===== config.mk =====
export PLATFORM = sky130hd
export DESIGN_NAME = shared_reg_arbiter
export DESIGN_NICKNAME = d
export VERILOG_FILES = /design/src/rtl/shared_reg_arbiter_pkg.sv /design/src/rtl/shared_reg_arbiter_rr.sv /design/src/rtl/shared_reg_arbiter.sv
export SDC_FILE = /design/constraint.sdc
export NUM_CORES = 1
export LEC_CHECK = 0
export BUFFER_PORTS_ARGS = -buffer_cell sky130_fd_sc_hd__buf_4
export CAP_MARGIN = 20
export CORE_MARGIN = 3
export CORE_UTILIZATION = 53
export CTS_CLUSTER_SIZE = 24
export DETAILED_ROUTE_END_ITERATION = 16
export PLACE_DENSITY = 0.85
export SLEW_MARGIN = 20
export SYNTH_ARGS = -nofsm -noshare
export SYNTH_HDL_FRONTEND = slang
export SYNTH_SLANG_ARGS = --single-unit

===== constraint.sdc =====
create_clock -name clk -period 6.1 [get_ports clk]
set_input_delay 0.305 -clock clk [delete_from_list [all_inputs] [get_ports clk]]
set_output_delay 0.305 -clock clk [all_outputs]
set_load 0.02 [all_outputs]

===== src/rtl/shared_reg_arbiter_pkg.sv =====
// Shared definitions for the round-robin shared-register arbiter: state
// encodings and a constant-evaluable ceil(log2) helper for index/counter widths.
package shared_reg_arbiter_pkg;

    localparam logic [0:0] ST_IDLE  = 1'b0;
    localparam logic [0:0] ST_OWNED = 1'b1;

    // ceil(log2(v)), never below 1 so every index/counter has at least one bit
    function automatic int unsigned clog2(input int unsigned v);
        int unsigned r;
        r = 0;
        while ((32'd1 << r) < v) begin
            r = r + 1;
        end
        if (r == 0) begin
            r = 1;
        end
        return r;
    endfunction

endpackage


===== src/rtl/shared_reg_arbiter_rr.sv =====
// Combinational round-robin search: first asserted request at or after
// start_idx, wrapping mod N_REQ (valid for non-power-of-two N_REQ).
module rr_arbiter
    import shared_reg_arbiter_pkg::*;
#(
    parameter int unsigned N_REQ = 4,
    localparam int unsigned OWN_W = clog2(N_REQ)
) (
    input  logic [N_REQ-1:0] req,
    input  logic [OWN_W-1:0] start_idx,
    output logic             found_c,
    output logic [OWN_W-1:0] winner_c
);

    // Scan from the farthest offset down so the nearest hit is written last
    always_comb begin
        found_c  = 1'b0;
        winner_c = '0;
        for (int i = int'(N_REQ) - 1; i >= 0; i--) begin
            int idx;
            idx = (int'(start_idx) + i) % int'(N_REQ);
            if (req[OWN_W'(idx)]) begin
                found_c  = 1'b1;
                winner_c = OWN_W'(idx);
            end
        end
    end

endmodule


===== src/rtl/shared_reg_arbiter.sv =====
// Round-robin owner arbitration with bounded bursts in front of a shared
// WIDTH-bit register; this block is the sole writer of that register.
module shared_reg_arbiter
    import shared_reg_arbiter_pkg::*;
#(
    parameter int unsigned N_REQ     = 4,
    parameter int unsigned WIDTH     = 8,
    parameter int unsigned MAX_BURST = 3,
    localparam int unsigned OWN_W    = clog2(N_REQ)
) (
    input  logic                   clk,
    input  logic                   rst,
    input  logic [N_REQ-1:0]       req,
    input  logic [N_REQ*WIDTH-1:0] wdata,
    output logic [N_REQ-1:0]       gnt,
    output logic [OWN_W-1:0]       owner,
    output logic [WIDTH-1:0]       q,
    output logic                   wr_valid
);

    localparam int unsigned BW = clog2(MAX_BURST + 1);

    logic [0:0]       state, state_nxt;
    logic [N_REQ-1:0] gnt_nxt;
    logic [OWN_W-1:0] owner_nxt;
    logic [WIDTH-1:0] q_nxt;
    logic             wr_valid_nxt;
    logic [OWN_W-1:0] ptr, ptr_nxt;
    logic [BW-1:0]    burst_cnt, burst_nxt;

    logic [OWN_W-1:0] owner_inc_c;
    logic [OWN_W-1:0] search_start_c;
    logic             found_c;
    logic [OWN_W-1:0] winner_c;
    logic [N_REQ-1:0] owner_mask_c;
    logic             others_c;

    assign owner_inc_c    = (owner == OWN_W'(N_REQ - 1)) ? '0 : owner + OWN_W'(1);
    // Idle arbitration starts at ptr; a handoff starts just past the releasing owner
    assign search_start_c = (state == ST_OWNED) ? owner_inc_c : ptr;
    assign owner_mask_c   = N_REQ'(1) << owner;
    assign others_c       = |(req & ~owner_mask_c);

    rr_arbiter #(
        .N_REQ (N_REQ)
    ) u_rr (
        .req       (req),
        .start_idx (search_start_c),
        .found_c   (found_c),
        .winner_c  (winner_c)
    );

    always_ff @(posedge clk or posedge rst) begin
        if (rst) begin
            state     <= ST_IDLE;
            gnt       <= '0;
            owner     <= '0;
            q         <= '0;
            wr_valid  <= 1'b0;
            ptr       <= '0;
            burst_cnt <= '0;
        end else begin
            state     <= state_nxt;
            gnt       <= gnt_nxt;
            owner     <= owner_nxt;
            q         <= q_nxt;
            wr_valid  <= wr_valid_nxt;
            ptr       <= ptr_nxt;
            burst_cnt <= burst_nxt;
        end
    end

    always_comb begin
        state_nxt    = state;
        gnt_nxt      = '0;
        owner_nxt    = owner;
        q_nxt        = q;
        wr_valid_nxt = 1'b0;
        ptr_nxt      = ptr;
        burst_nxt    = burst_cnt;

        case (state)
            ST_IDLE: begin
                if (found_c) begin
                    state_nxt          = ST_OWNED;
                    gnt_nxt[winner_c]  = 1'b1;
                    owner_nxt          = winner_c;
                    q_nxt              = wdata[int'(winner_c)*WIDTH +: WIDTH];
                    wr_valid_nxt       = 1'b1;
                    burst_nxt          = BW'(1);
                end
            end
            default: begin
                if (req[owner] && ((burst_cnt < BW'(MAX_BURST)) || !others_c)) begin
                    gnt_nxt      = gnt;
                    q_nxt        = wdata[int'(owner)*WIDTH +: WIDTH];
                    wr_valid_nxt = 1'b1;
                    burst_nxt    = (burst_cnt < BW'(MAX_BURST)) ? burst_cnt + BW'(1)
                                                                 : BW'(MAX_BURST);
                end else begin
                    ptr_nxt = owner_inc_c;
                    if (found_c) begin
                        gnt_nxt[winner_c] = 1'b1;
                        owner_nxt         = winner_c;
                        q_nxt             = wdata[int'(winner_c)*WIDTH +: WIDTH];
                        wr_valid_nxt      = 1'b1;
                        burst_nxt         = BW'(1);
                    end else begin
                        state_nxt = ST_IDLE;
                        burst_nxt = '0;
                    end
                end
            end
        endcase
    end

endmodule


After elaboration in Yosys (flattened, before gate mapping)
Cells that the tools add are included.
- bitwise logic cells: 3
- shift operators: 3
- $add $sub $neg: 5
- magnitude comparators: 8
- mux-type cells: 43
- reduce and logical (&&, ||, !) cells: 7
- equal/unequal tests: 2
- operators by type and width (cell ; count):
    indexed part select 32 x 6 -> 8 bit ; 2
    two-way mux 2 bit ; 13
    two-way mux 8 bit ; 3
    two-way mux 1 bit ; 18
    less-than comparator 2 x 4 -> 1 bit, second input constant ; 4
    two-way mux 4 bit ; 3
    binary-select mux 1 bit (select 2 bit) ; 5
    adder 2 x 1 -> 2 bit, second input constant ; 3
    less-than comparator 2 x 3 -> 1 bit, second input constant ; 2
    adder 2 bit, second input constant ; 2
    AND 4 bit ; 1
    NOT 4 bit ; 1
    OR reduction 4 bit ; 1
    left shift 1 x 2 -> 4 bit, first input constant ; 1
    demux 1 bit (select 2 bit) ; 1
    == test 2 bit, second input constant ; 1
    greater-or-equal comparator 2 x 1 -> 1 bit, second input constant ; 1
    logical AND 1 bit ; 2
    less-than comparator 2 bit, second input constant ; 1
    inequality test 2 bit, second input constant ; 1
    AND reduction 2 bit ; 1
    nonzero test 2 bit ; 1
    zero test 1 bit ; 1
    logical OR 1 bit ; 1
    NOT 1 bit ; 1
- bits of input ports: 38
- register bits after elaboration: 19
- output and inout bits: 15

Depth between registers and ports, before layout
Gate-level depths: netlist of run 1.
- word-level depth: 18
- depth in mapped cells: 10

Hierarchy
A second synthesis of run 1 with hierarchy kept.
- cells, all modules: 119
- area, all modules: 1591.5 µm²
- modules (own cells, without submodules) (module ; times used ; area an instance (µm²) ; cells each):
    shared_reg_arbiter ; 1 ; 1514.0 ; 106
    rr_arbiter ; 1 ; 77.6 ; 13

Least setup slack after synthesis of run 1
OpenSTA, ideal clock, no wires.
- kind: reg-to-reg
- start point: register owner[1]
- end point: register q[3]
- cell stages (with the launch flop): 10
- data required time: 5.974 ns
- data arrival time: 2.896 ns
- slack: 3.078 ns
- cell sequence: dfrtp_1 -> buf_1 -> inv_1 -> ha_1 -> mux2i_1 -> and3_4 -> o21ai_2 -> o211ai_4 -> mux2_4 -> a221o_1
- cells in the longest elaborated chain, start to end: 15
- elaborated cells between the ends (all ways): 41
- RTL lines (what ; line ; source):
    start: declaration ; shared_reg_arbiter.sv:16 ; output logic [OWN_W-1:0] owner,
    start signal: assignment ; shared_reg_arbiter.sv:65 ; owner <= owner_nxt;
    adder 2 x 1 -> 2 bit / == test 2 bit (equally long branches) ; shared_reg_arbiter.sv:38 ; assign owner_inc_c = (owner == OWN_W'(N_REQ - 1)) ? '0 : owner + OWN_W'(1);
    two-way mux 2 bit * ; shared_reg_arbiter.sv:38 ;
    named net owner_inc_c[1] ; shared_reg_arbiter.sv:31 ; logic [OWN_W-1:0] owner_inc_c;
    two-way mux 2 bit * ; shared_reg_arbiter.sv:40 ; assign search_start_c = (state == ST_OWNED) ? owner_inc_c : ptr;
    adder 2 bit ; shared_reg_arbiter_rr.sv:21 ; idx = (int'(start_idx) + i) % int'(N_REQ);
    binary-select mux 1 bit (select 2 bit) ; shared_reg_arbiter_rr.sv:22 ; if (req[OWN_W'(idx)]) begin
    two-way mux 1 bit (implied by the code) (2 in a row) ; shared_reg_arbiter_rr.sv:22 ;
    two-way mux 2 bit (4 in a row) ; shared_reg_arbiter_rr.sv:22 ;
    indexed part select 32 x 6 -> 8 bit ; shared_reg_arbiter.sv:88, shared_reg_arbiter.sv:105 ;
    two-way mux 8 bit * ; shared_reg_arbiter.sv:84, shared_reg_arbiter.sv:102 ;
    two-way mux 8 bit ; shared_reg_arbiter.sv:94 ; if (req[owner] && ((burst_cnt < BW'(MAX_BURST)) || !others_c)) begin
    two-way mux 8 bit * ; shared_reg_arbiter.sv:82 ; case (state)
    named net q_nxt[3] ; shared_reg_arbiter.sv:26 ; logic [WIDTH-1:0] q_nxt;
    end signal: assignment ; shared_reg_arbiter.sv:66 ; q <= q_nxt;
    end: declaration ; shared_reg_arbiter.sv:17 ; output logic [WIDTH-1:0] q,
Mark *: on every way through the listed nets, which the timed path passes. The rest lies on a longest branch. The select of a mux whose other input is x is not followed.
A chain may end at the register's enable or synchronous reset.

Final worst setup path of run 1
Ends and elaborated chain as after synthesis.

==> results of run 1 <==
placed cells by master, fill, tap and decap left out, types with 3 or more instances in the layout:
master,n
a221oi_1,6
a22o_1,4
and2_1,3
buf_4,52
clkbuf_4,3
dfrtp_1,19
ha_1,4
inv_1,6
mux2_2,3
mux2i_1,14
mux4_2,9
nand2_1,6
nor2_1,5
nor2b_1,3
o21ai_0,5
o22ai_1,7
logic make-up after synthesis:
kind of cell               count (synthesis)
AOI/OAI and AO/OA                         41
and+or+nand+nor                           25
buffers and inverters                     14
DFF                                       19
adders and majority gates                  4
muxes                                     28
power groups by stage:
stage | logic [mW] | clock network (mW) | registers [mW]
global placement | 0.587 | 0 | 0.257
floorplan | 0.433 | 0 | 0.276
finish | 0.619 | 0.0663 | 0.256
CTS | 0.618 | 0.0655 | 0.258
global route | 0.669 | 0.0715 | 0.269
detailed placement | 0.612 | 0 | 0.260
state kept, by name (all words and copies together), names as in the netlist:
| signal | flops |
|---|---|
| ptr | 2 |
| q | 8 |
| state | 1 |
| gnt | 4 |
| burst_cnt | 2 |
| owner | 2 |
layer usage:
metal  track usage [%]  part of all wire (%)
met1              28.3                    37
met2              41.5                    54
met3              4.45                   8.6
met4              5.30                  0.72
met5                 0                     0
worst min path at each step:
stage | depth (start not counted) | slack [ps] | start | endpoint
6_report | 2 | 120 | rst | q[5]
3_5_place_dp | 2 | 460 | rst | q[4]
5_1_grt | 2 | 170 | rst | gnt[3]
4_1_cts | 2 | 140 | rst | gnt[3]
3_3_place_gp | 2 | 440 | rst | q[2]
2_1_floorplan | 1 | 260 | rst | burst_cnt[0]
worst reg2reg max path, stage by stage, from the launching register on:
cell	delay [ps]
dfrtp_1	820
inv_1	150
ha_1	330
mux2i_1	450
and3_4	280
o21ai_2	80
o211ai_4	320
mux2_1	400
a221o_1	300
area by class of cell:
type	instances	area share, %
clock buffer	4	1.41
tap	30	2.02
multi-input combinational	98	48.9
sequential	19	25.5
timing repair buffer	52	21.0
inverter	6	1.21
==> flow_metrics.tcl, run 1 <==
set metrics [dict create \
    path_delay_family "multiplexers" \
    rows 18 \
    skew_ps 2.80 \
    netlist_instances 131 \
    cp-end-kind "register" \
    yosysWarnings 0 \
    path_max_fanout 18 \
    viasPerCell 6.29 \
    max_freq_mhz 309 \
    path_depth 8 \
    clock_sinks 19 \
    clk_path_buf_depth 2 \
    fp.dieW_um 58.3 \
    hold_slack_ps 121 \
    port_buffers 52 \
    synth-edff-count 0 \
    fillers 183 \
    dieArea_mm2 0.00340 \
    startpoint "owner[1]" \
    grt_pass1_vias 1297 \
    yosys.area_share.simple_pct 9.76 \
    synthMuxAreaShare_pct 27.8 \
    clk_pin_slew_ps 120 \
    fp.coreArea_mm2 0.00254 \
    avgSynthCellArea_um2 11.1 \
    cp-start-kind "register" \
    hold_path_class "input pin to async pin" \
    synth-async-reset-ratio_pct 100 \
    path_cells "inv_1 > ha_1 > mux2i_1 > and3_4 > o21ai_2 > o211ai_4 > mux2_1 > a221o_1" \
    synth_top_area_share_pct 32.8 \
    postCtsHoldBufs 0 \
    clkPwrFrac_pct 7.0 \
    slowest_delay_ps 820 \
    dr.pass1.iters 4 \
    synthTopCellsByArea "dfrtp_1 33%, mux4_2 14%, mux2i_1 9.7%" \
    route.detailed.drc 0 \
    worstSetupPathType "register to register" \
    worst_slack_ps 2860 \
    critPathCapture "q[3]" \
    status "complete, no violations" \
    synth_compound_area_share_pct 21.8 \
    cp.buffers_inverters 1 \
    synth_fa_ha_area_share_pct 3.45 \
    chipHeight_um 58.3 \
    fin_tns_setup_ps 0 \
    r2r_start "owner[1]" \
    post-route-util_pct 73.2 \
    num_vias 1315 \
    drtIter0Drc 77 \
    antenna_found_initial 0 \
    drive_gt1_share_pct 40.8 \
    synth-seq-area-share_pct 32.8 \
    cts_buffers 3 \
    critPathRequiredTime_ps 6290 \
    tightest_slew_ps 737 \
    grt_remaining_overflow 0 \
    ant_nets 0 \
    syn2layout_area_growth_pct 28.5 \
    yosys.area_share.xor_xnor_pct 0 \
    grt_pass1_wl_um 5960 \
    switching_share_pct 45.2 \
    p_switching_uw 426 \
    finalHoldViolCount 0 \
    worstReg2RegEnd "q[3]" \
    ir_drop_v 0.000308 \
    rsz0062_at_grt "no" \
    seqCellArea_um2 475 \
    multi_input_area_um2 910 \
    arrival_ps 3430 \
    reg2reg_depth 8 \
    post_cts.resized_instances 0 \
    synth.most_common_cell "dfrtp_1" \
    ys_seq_elements 19 \
    power_density_mw_per_mm2 505 \
    slowest_stage "dfrtp_1" \
    post_cts_buffers 0 \
    synth_common_cells "19 x dfrtp_1, 14 x mux2i_1, 9 x mux4_2" \
    wl_per_cell_um 18.6 \
    period_share_pct 53.1 \
    comb_power_share_pct 65.7 \
    instances_no_fill 209 \
    reg2reg_slack_ps 2860 \
    clk_latency_ps 290 \
    relSlewSlack_pct 50.6 \
    seq_power_share_pct 27.2 \
    ys_types 40 \
    cts_root_buf "clkbuf_4" \
    grt_max_degree 20 \
    grt_usage_pct 23.1 \
    ios 53 \
    layout_min_cycle_time_ps 3240 \
    synth_top_family_by_area "multiplexers" \
    dp.cells 205 \
    p_int_uw 515 \
    syn_area_mm2 0.00145 \
    drv_cap 0 \
    routabilityCongestion 0.789 \
    cts_tree "done" \
    leakage_nw 0.871 \
    yosysTopAreaCell "dfrtp_1" \
    post-place-ws_ps 2890 \
    start_util_pct 56.9 \
    power.total_uw 941 \
    drt_wl_total_um 3880 \
    dp_hpwl_um 2930 \
    synth_ff_type "dfrtp_1" \
    drv_slew 0 \
    synth_nets 173 \
    final_area_mm2 0.00186 \
    diodes 0 \
    htree_levels 1 \
    nNetsFinal 222 \
    finalSetupViolations 0 \
    dpl_cell_area_mm2 0.00184 \
]
No activity file was read; power rests on OpenSTA's default activity.
==> run 2, diff against run 1 <==
Settings changed: ABC_AREA set to 1, CORE_UTILIZATION 53 to 52, PLACE_DENSITY 0.85 to 0.8.
Clock period 6.1 ns to 3.25 ns, I/O delays scaled along.
==> run 2 against run 1 <==
- the run now ends with negative hold slack left
- cell area up 20%
- non-clock buffer count up 3
- flip-flop and latch count unchanged
- maximum frequency up 26%
- die area up 26%
- clock skew up 2.6 ps
- synthesized cell count up 120%
- sequential share of layout area down 4.3 points
- final cell count up 80%
- critical path type unchanged
- critical endpoint unchanged
==> flow_metrics.tcl, run 2 <==
set metrics [dict create \
    status "finished, violations left" \
    violations "negative hold slack" \
    hold_slack_ps -6.01 \
    diodes 0 \
    multi_input_area_mm2 0.00114 \
    cts_tree "done" \
    synth_nets 329 \
    post_cts_buffers 0 \
    drive_gt1_share_pct 27.9 \
    grt_pass1_vias 1787 \
    finalHoldViolCount 19 \
    arrival_ps 2770 \
    syn_area_mm2 0.00184 \
    num_vias 2014 \
    reg2reg_depth 18 \
    nNetsFinal 376 \
    clk_pin_slew_ps 120 \
    cts_root_buf "clkbuf_4" \
    critPathRequiredTime_ps 3450 \
    fin_tns_setup_ps 0 \
    antenna_found_initial 0 \
    fp.coreArea_mm2 0.00320 \
    reg2reg_slack_ps 680 \
    skew_ps 5.36 \
    clk_latency_ps 300 \
    cp-start-kind "register" \
    drtIter0Drc 240 \
    regMostFlops "q" \
    dieArea_mm2 0.00429 \
    max_freq_mhz 389 \
    dr.pass1.iters 5 \
    synth_ff_type "dfrtp_1" \
    dp.cells 373 \
    route.detailed.drc 0 \
    ant_nets 0 \
    syn2layout_area_growth_pct 21.9 \
    seqCellArea_um2 475 \
    port_buffers 52 \
    synth_common_cells "55 x nand2_1, 34 x nor2_1, 33 x o21ai_0" \
    grt_remaining_overflow 0 \
    synth-async-reset-ratio_pct 100 \
    dp_hpwl_um 3750 \
    post_cts.resized_instances 0 \
    postCtsHoldBufs 0 \
    synth-edff-count 0 \
    drv_cap 0 \
    cts_buffers 3 \
    cp-end-kind "register" \
    rows 20 \
    viasPerCell 5.34 \
    ys_seq_elements 19 \
    avgSynthCellArea_um2 6.41 \
    layout_min_cycle_time_ps 2570 \
    r2r_start "owner[0]" \
    drv_slew 0 \
    reg.largest.list "q x8, gnt x4" \
    chipHeight_um 65.5 \
    synth.most_common_cell "nand2_1" \
    clock_sinks 19 \
    start_util_pct 57.5 \
    routabilityCongestion 0.892 \
    wl_per_cell_um 13.5 \
    grt_usage_pct 24.7 \
    yosysTopAreaCell "dfrtp_1" \
    hold_path_class "input pin to async pin" \
    ios 53 \
    grt_max_degree 25 \
    instances_no_fill 377 \
    yosysWarnings 0 \
    clk_path_buf_depth 2 \
    relSlewSlack_pct 47.4 \
    fillers 313 \
    rsz0062_at_grt "no" \
    ys_types 26 \
    drt_wl_total_um 5100 \
    worstReg2RegEnd "q[3]" \
    layout_common_cells "55 x nand2_1, 55 x buf_4, 34 x nor2_1" \
    largest_register_ffs 8 \
    tightest_slew_ps 789 \
    htree_levels 1 \
    path_max_fanout 23 \
    synth-seq-area-share_pct 25.8 \
    synth_top_area_share_pct 25.8 \
    period_share_pct 79.1 \
    netlist_instances 287 \
    fp.dieW_um 65.5 \
    synthTopCellsByArea "dfrtp_1 26%, nand2_1 11%, o21ai_0 9.0%" \
    worstSetupPathType "register to register" \
    finalSetupViolations 0 \
    grt_pass1_wl_um 8360 \
]
run 2: worst max-delay path by stage:
stage,to,slack (ps),startpoint,cells past startpoint
3_3_place_gp,q[3],800,owner[0],20
4_1_cts,q[3],730,owner[0],20
3_5_place_dp,q[3],760,owner[0],20
5_1_grt,q[6],410,owner[0],17
2_1_floorplan,q[0],630,owner[0],20
6_report,q[3],680,owner[0],18
run 2: metrics by stage:
stage | hold WS (ps) | util, % | worst slack (ps) | cell area [µm²]
floorplan | 114 | - | 627 | 1840
global placement | 346 | 69.2 | 801 | 2220
detailed placement | 358 | 69.2 | 761 | 2220
CTS | 18.5 | 70.0 | 726 | 2240
global route | 48.5 | 70.0 | 410 | 2240
finish | -6.01 | 70.0 | 678 | 2240
run 2: cell families (layout without fill, tap and decap cells):
group / Yosys count / in the layout / share of synthesized area [%]
simple gates: 156 / 156 / 41.7
compound gates: 59 / 59 / 17.3
fa+ha+maj: 4 / 4 / 2.72
flops: 19 / 19 / 25.8
buf+inv: 49 / 95 / 12.4
run 2: metal layers:
| layer | wire [µm] | GRT usage, % |
|---|---|---|
| met4 | 44 | 5.44 |
| met5 | 0 | 0 |
| met3 | 360 | 2.56 |
| met2 | 2280 | 38.2 |
| met1 | 2410 | 36.8 |
run 2: layout make-up:
| type | instances | area share (%) |
|---|---|---|
| clock buffer | 4 | 1.17 |
| inverter | 36 | 6.13 |
| multi-input combinational | 219 | 50.6 |
| sequential | 19 | 21.2 |
| tap | 44 | 2.45 |
| timing repair buffer | 55 | 18.4 |
run 2: worst max-delay path: stages (launching register included):
cell and delay, ps:
dfrtp_1 530, inv_1 100, ha_1 320, inv_1 70, nand2_1 50, nand2_1 130, nand3_1 80, nand2_1 100
nand2_2 70, nand3_1 90, nand2_1 60, nand2_2 230, nand2_4 240, nand2_1 120, nand2_1 50, nand2_1 50
nand2_1 50, nand2_1 60, nand2_1 60
Power of run 2 is left out: the tool's default activity adds up to more than one toggle a clock period on the data nets, which glitch-free logic cannot reach.
==> run 3, diff against run 2 <==
Clock period 3.25 ns to 2.43 ns, I/O delays scaled along.
==> run 3 against run 2 <==
- the run now ends clean
- clock-buffer cell count decreased by 1
- highest routed layer unchanged
- critical path type unchanged
- flip-flop and latch count unchanged
- routed wire length rose by 7.3%
==> flow_metrics.tcl, run 3 (same netlist as run 2, synthesis figures left out) <==
set metrics [dict create \
    clk_pin_slew_ps 130 \
    period_share_pct 92.7 \
    layout_common_cells "62 x buf_4, 52 x nand2_1, 33 x o21ai_0, 33 x nor2_1, 29 x nand3_1" \
    path_max_fanout 11 \
    topRoutingLayerUsed "met4" \
    max_freq_mhz 444 \
    mostFrequentLayoutCell "buf_4" \
    dp_hpwl_um 3910 \
    ios 53 \
    syn2layout_area_growth_pct 32.8 \
    clock_sinks 19 \
    drv_slew 0 \
    route.detailed.drc 0 \
    finalSetupViolations 0 \
    drv_cap 0 \
    dr.pass1.iters 5 \
    ant_nets 0 \
    chipHeight_um 65.5 \
    fp.dieW_um 65.5 \
    regMostFlops "q" \
    cts_root_buf "clkbuf_4" \
    path_delay_family "simple AND/OR/NAND/NOR gates" \
    layout_min_cycle_time_ps 2250 \
    cts_buffers 3 \
    met2WireLength_um 2550 \
    crit_top_cell "nand2_4" \
    clk_latency_ps 320 \
    port_buffers 52 \
    diodes 0 \
    post-route-util_pct 76.3 \
    grt_usage_pct 26.2 \
    drt_wl_total_um 5470 \
    worstSetupPathType "register to register" \
    cts_tree "done" \
    grt_max_degree 25 \
    nNetsFinal 390 \
    reg.largest.list "q x8, gnt x4" \
    dpl_cell_area_mm2 0.00226 \
    slowest_delay_ps 480 \
    cp-end-kind "register" \
    skew_ps 1.77 \
    viasPerCell 5.47 \
    htree_levels 1 \
    tightest_slew_ps 840 \
    fp.coreArea_mm2 0.00320 \
    cp-start-kind "register" \
    grt_remaining_overflow 0 \
    drive_gt1_share_pct 34.6 \
    wl_per_cell_um 14.0 \
    relSlewSlack_pct 43.9 \
    routabilityCongestion 0.887 \
    grt_pass1_vias 1904 \
    rows 20 \
    hold_path_class "input pin to register" \
    hold_slack_ps 157 \
    drtIter0Drc 231 \
    cp.buffers_inverters 1 \
    slowest_stage "dfrtp_2" \
    clk_path_buf_depth 2 \
    status "complete, no violations" \
    antenna_found_initial 0 \
    wl_met1_um 2370 \
    critPathRequiredTime_ps 2660 \
    wl_met3_um 429 \
    start_util_pct 57.5 \
    largest_register_ffs 8 \
    path_cells "ha_2 > nor2_4 > nand2_4 > nand2_4 > nand2_1 > and2_4 > nand2_4 > nand2_2 > inv_2 > nand2_1 > nand2_4 > nand2_4 > nand3_1 > nand3_1 > nor2_2 > nor2_1" \
    arrival_ps 2480 \
    finalHoldViolCount 0 \
    final_area_mm2 0.00244 \
    num_vias 2138 \
    grt_pass1_wl_um 8780 \
    dieArea_mm2 0.00429 \
]
## run 3: stage by stage
step | setup WS, ps | instances | setup TNS, ps
6_report | 178 | 391 | 0
5_1_grt | -7.71 | 391 | -9.78
4_1_cts | 79.7 | 383 | 0
3_5_place_dp | 121 | 378 | 0
3_3_place_gp | 156 | 378 | 0
2_1_floorplan | 39.6 | 287 | 0
## run 3: cell type report
cell class	instances	area, µm²
multi-input combinational	221	1220
fill	293	759
timing repair buffer	66	513
sequential	19	477
inverter	36	144
tap	44	55.1
clock buffer	3	22.5
timing repair inverter	1	7.51
clock inverter	1	5.00
## run 3: final timing paths
path / start / to / slack [ps] / cells past startpoint
max in group asynchronous: rst / owner[0] / 1350 / 3
worst max register to register: owner[0] / q[5] / 180 / 16
worst max-delay path: owner[0] / q[5] / 180 / 16
worst min-delay path: wdata[15] / q[7] / 160 / 5
min in group asynchronous: rst / burst_cnt[1] / 510 / 3
worst min register to register: gnt[3] / gnt[3] / 510 / 2
## run 3: worst register-to-register path, cell delays in order, from the launching register on
cell     delay (ps)
dfrtp_2         480
ha_2            240
nor2_4          110
nand2_4         100
nand2_4         100
nand2_1          60
and2_4          150
nand2_4          80
nand2_2          70
inv_2            50
nand2_1          80
nand2_4         170
nand2_4         130
nand3_1         100
nand3_1          80
nor2_2          120
nor2_1           50
## run 3: routing by layer
| metal | vias to the layer above | global-route usage (%) |
|---|---|---|
| met4 | 0 | 9.84 |
| met5 | - | 0 |
| met1 | 961 | 37.1 |
| met3 | 13 | 3.42 |
| li1 | 1060 | - |
| met2 | 104 | 40.6 |
## run 3: repair_timing
action,in CTS,in global routing
endpoints found under the setup margin,0,14
hold buffers,1,0
hold endpoints to repair,19,0
setup buffers,0,5
gates resized for setup,0,21
Power of run 3 is left out for the same reason.
